[src/rtl/led_pattern_sequencer.sv]
// led_pattern_sequencer: steps a bank of LEDs through one of four patterns,
// advancing once per resynchronised rising edge of a slow tick.
module led_pattern_sequencer #(
    parameter int WIDTH       = 8,
    parameter int SYNC_STAGES = 2
) (
    input  logic             CLK,
    input  logic             RESET,
    input  logic             TICK,
    input  logic [1:0]       MODE,
    input  logic             HOLD,
    output logic [WIDTH-1:0] LED,
    output logic             STEP
);

    typedef enum logic [1:0] {
        M_BOUNCE = 2'd0,
        M_ROTATE = 2'd1,
        M_COUNT  = 2'd2,
        M_BLINK  = 2'd3
    } mode_t;

    typedef enum logic {
        DIR_UP   = 1'b0,
        DIR_DOWN = 1'b1
    } dir_t;

    logic [SYNC_STAGES-1:0] sync_q;
    logic                   hist_q;
    logic                   adv;

    mode_t            mode_q, mode_d;
    dir_t             dir_q, dir_d;
    logic [WIDTH-1:0] led_d;
    logic             step_d;
    logic [WIDTH-1:0] seed;

    // History follows the synchroniser even under HOLD, so no burst on release
    always_ff @(posedge CLK or posedge RESET) begin
        if (RESET) begin
            sync_q <= '0;
            hist_q <= 1'b0;
        end else begin
            sync_q <= {sync_q[SYNC_STAGES-2:0], TICK};
            hist_q <= sync_q[SYNC_STAGES-1];
        end
    end

    assign adv = sync_q[SYNC_STAGES-1] & ~hist_q;

    always_ff @(posedge CLK or posedge RESET) begin
        if (RESET) begin
            LED    <= WIDTH'(1);
            STEP   <= 1'b0;
            mode_q <= M_BOUNCE;
            dir_q  <= DIR_UP;
        end else begin
            LED    <= led_d;
            STEP   <= step_d;
            mode_q <= mode_d;
            dir_q  <= dir_d;
        end
    end

    always_comb begin
        seed = WIDTH'(1);
        unique case (mode_t'(MODE))
            M_BOUNCE: seed = WIDTH'(1);
            M_ROTATE: seed = WIDTH'(1);
            M_COUNT:  seed = '0;
            M_BLINK:  seed = '1;
        endcase
    end

    always_comb begin
        led_d  = LED;
        dir_d  = dir_q;
        mode_d = mode_q;
        step_d = 1'b0;
        if (adv && !HOLD) begin
            step_d = 1'b1;
            if (mode_t'(MODE) != mode_q) begin
                led_d  = seed;
                mode_d = mode_t'(MODE);
                dir_d  = DIR_UP;
            end else begin
                unique case (mode_q)
                    M_BOUNCE: begin
                        // Flip on landing at an end so ends are not repeated
                        if (dir_q == DIR_UP) begin
                            led_d = LED << 1;
                            if (led_d[WIDTH-1]) dir_d = DIR_DOWN;
                        end else begin
                            led_d = LED >> 1;
                            if (led_d[0]) dir_d = DIR_UP;
                        end
                    end
                    M_ROTATE: led_d = {LED[WIDTH-2:0], LED[WIDTH-1]};
                    M_COUNT:  led_d = LED + WIDTH'(1);
                    M_BLINK:  led_d = ~LED;
                endcase
            end
        end
    end

endmodule

[config.mk]
export PLATFORM = sky130hd
export DESIGN_NAME = led_pattern_sequencer
export DESIGN_NICKNAME = d
export VERILOG_FILES = /design/src/rtl/led_pattern_sequencer.sv
export SDC_FILE = /design/constraint.sdc
export NUM_CORES = 1
export LEC_CHECK = 0
export CAP_MARGIN = 20
export CORE_AREA = 2 2 52 54
export CTS_CLUSTER_DIAMETER = 100
export DETAILED_ROUTE_END_ITERATION = 6
export DIE_AREA = 0 0 54 56
export HOLD_SLACK_MARGIN = 0.05
export PLACE_DENSITY = 0.67
export SLEW_MARGIN = 20
export SYNTH_ARGS = -nofsm -noshare
export SYNTH_HDL_FRONTEND = slang
export SYNTH_SLANG_ARGS = --single-unit
[constraint.sdc]
create_clock -name CLK -period 3.47 [get_ports CLK]
set_clock_uncertainty 0.05 [all_clocks]
set_input_delay 0.694 -clock CLK [delete_from_list [all_inputs] [get_ports CLK]]
set_output_delay 0.694 -clock CLK [all_outputs]
set_load 0.01 [all_outputs]
==> impl_metrics.ini <==
[clocking]
cts_hold_buf = 0
clk_pin_slew_ns = 0.10
cts_tree = yes
root_buffer = clkbuf_4
cts_buffers = 3
cts_sinks = 15
ctsResizeCount = 0
cts_setup_buffers = 0
htree_levels = 1
clockBufferDepth = 2
clock_latency_ns = 0.28

[critical_path]
crit_fanout = 11
cpLargestDelayFamily = buffers and inverters
cpMaxStageDelayCell = clkdlybuf4s50_1
crit_chain = clkdlybuf4s50_1 -> xor2_1 -> nor4_1 -> a41o_1 -> o32a_1
setup.worst_path.end_class = register
required_ns = 3.58
crit_start = MODE[0]
crit_buf_inv = 1
rr_startpoint = mode_q[0]
path_class = in2reg
start_kind = input port
critical-path-max-stage-delay_ns = 0.78
crit_arrival_ns = 2.35

[floorplanning]
die_w_um = 54
dieHeight_um = 56
core_um2 = 2432
placementRows = 18
ios = 15
start_util_pct = 45.06
fp.dieArea_um2 = 3024

[sta]
max_freq_mhz = 446.4
rsz0062_at_grt = false
finalCritPeriodShare_pct = 64.56
hold_viol_final = 0
finalSetupViolCount = 0
finalSetupTns_ns = 0
period_needed_ns = 2.240
setup_ws_ns = 1.230
maxSlewHeadroom_pct = 59.87
worst_pin_slew_ns = 0.6013
maxSlewViolCount = 0

[status]
status = completed

[yosys]
syn_area_um2 = 1096
ys_warn_count = 0
synth_edf_count = 0
synth_async_sr_flop_share_pct = 100.0
ys_seq_area_share_pct = 34.36
synth_cells = 118
ys_dominant_reg_cell = dfrtp_1
synth.distinct_cells = 51
avgSynthCellArea_um2 = 9.289
synth-seq-cells = 15
synth_nets = 125

[place]
post-place-ws_ns = 0.9634
place_congestion = 0.8264
io_buffers = 14
dp.cells = 153
dpl-instance-area_um2 = 1199
dpl.hpwl_mm = 1.679

[detailed_routing]
routed_wl_mm = 2.450
wire_per_inst_um = 15.61
ant_nets = 0
drt_iter0_drc = 32
vias_per_cell = 6.274
drc = 0
num_vias = 985
firstDrtPassIters = 4

[finish]
fillers = 237
drive_above_1_share_pct = 10.24
fin_cells = 157
area_growth_pct = 11.87
finish.instance_area_um2 = 1226
fin_nets = 135
antenna_cells = 0

[run]
cap_violations = 0

[grt]
grt.overflow.total = 0
grt_pass1_vias = 893
antenna_found_initial = 0
grt_use_total_pct = 17.56
grt_pass1_wl_mm = 4.036
grt_max_degree = 24

[power_and_ir_drop]
p_total_mw = 0.6096
vdd_drop_max_v = 0.0002868
p_leak_nw = 0.5184
powerDensity_nw_per_um2 = 497.2

[min_path]
hp-start = sync_q[0]
hold_class = reg2reg
==> cells in the final DEF (no fill, tap or decap), drive strengths merged, types with 2 or more instances in the layout <==
cell type	netlist	layout
mux2i	3	3
a311oi	2	2
a21oi	4	4
xor2	2	2
nand2b	2	2
nand3	4	4
nor2	8	8
clkbuf	2	3
dfrtp	14	14
o22a	2	2
a211oi	4	4
o32a	2	2
clkinv	1	2
a41o	2	2
and3b	3	3
nand2	16	16
clkdlybuf4s50	0	14
o21ai	7	7
a31oi	4	4
nor4	2	2
==> power breakdown <==
part	leakage [nW]	total (mW)	internal [mW]	switching (mW)
clock network	0.0177	0.0984	0.0427	0.0558
registers	0.179	0.273	0.207	0.0664
logic	0.322	0.238	0.122	0.116
==> Yosys cell counts (3+ instances only) <==
cell / instances / area, um2
nand2_1: 16 / 60.06
dfrtp_1: 14 / 350.3
nor2_1: 7 / 26.28
buf_6: 5 / 56.30
o21ai_0: 5 / 25.02
a211oi_1: 4 / 30.03
a21oi_1: 4 / 20.02
a31oi_1: 4 / 25.02
and3b_1: 3 / 26.28
buf_2: 3 / 15.01
mux2i_1: 3 / 30.03
nand3_1: 3 / 15.01
==> per-layer routing <==
layer  GRT usage (%)  wire length (um)  vias to the layer above
met5               0                 0                        -
met4           6.071                10                        0
met3           2.419               136                        2
met2           25.09              1124                       32
met1           26.60              1179                      485
li1                -                 -                      466
==> cell type report <==
class | instances | area [um2] | area share (%)
Multi-Input combinational cell | 91 | 616.8 | 50.31
Clock buffer | 3 | 22.52 | 1.837
Tap cell | 30 | 37.54 | 3.061
Timing Repair Buffer | 15 | 147.6 | 12.04
Inverter | 2 | 20.02 | 1.633
Clock inverter | 1 | 5.005 | 0.4082
Sequential cell | 15 | 376.6 | 30.71
==> cells by family after synthesis <==
| logic type | synth area share (%) |
|---|---|
| AOI/OAI and AO/OA | 25.34 |
| adders and majority gates | 1.141 |
| and+or+nand+nor | 22.60 |
| muxes | 4.109 |
| xor gates and xnor gates | 3.083 |
| DFF | 34.36 |
| buffers and inverters | 9.360 |
==> worst reg2reg max path: stages, from the launching register on <==
cell	delay [ns]
dfrtp_1	0.34
buf_4	0.26
nand2b_1	0.35
mux2_4	0.33
a311oi_1	0.29
o211ai_1	0.14
==> registers in the layout, summed over array words and instances (netlist names) <==
name	count
dir_q	1
STEP	1
sync_q	2
hist_q	1
LED	8
mode_q	2
==> metrics by stage <==
stage / hold WS, ns / utilization (%)
6_report: 0.3189 / 50.41
2_1_floorplan: 0.2812 / -
3_5_place_dp: 0.2972 / 49.28
3_3_place_gp: 0.2820 / 49.28
5_1_grt: 0.3380 / 50.41
4_1_cts: 0.3209 / 50.41
==> worst paths after layout <==
path                              to  depth (start not counted)  slack (ns)
min reg2reg                sync_q[1]                          0        0.32
max reg2reg                   LED[5]                          5        1.57
min in group asynchronous  sync_q[0]                          2        0.72
max in group asynchronous      dir_q                          2        2.25
min                        sync_q[1]                          0        0.32
max                           LED[3]                          5        1.23
(Power assumes the default switching activity.)
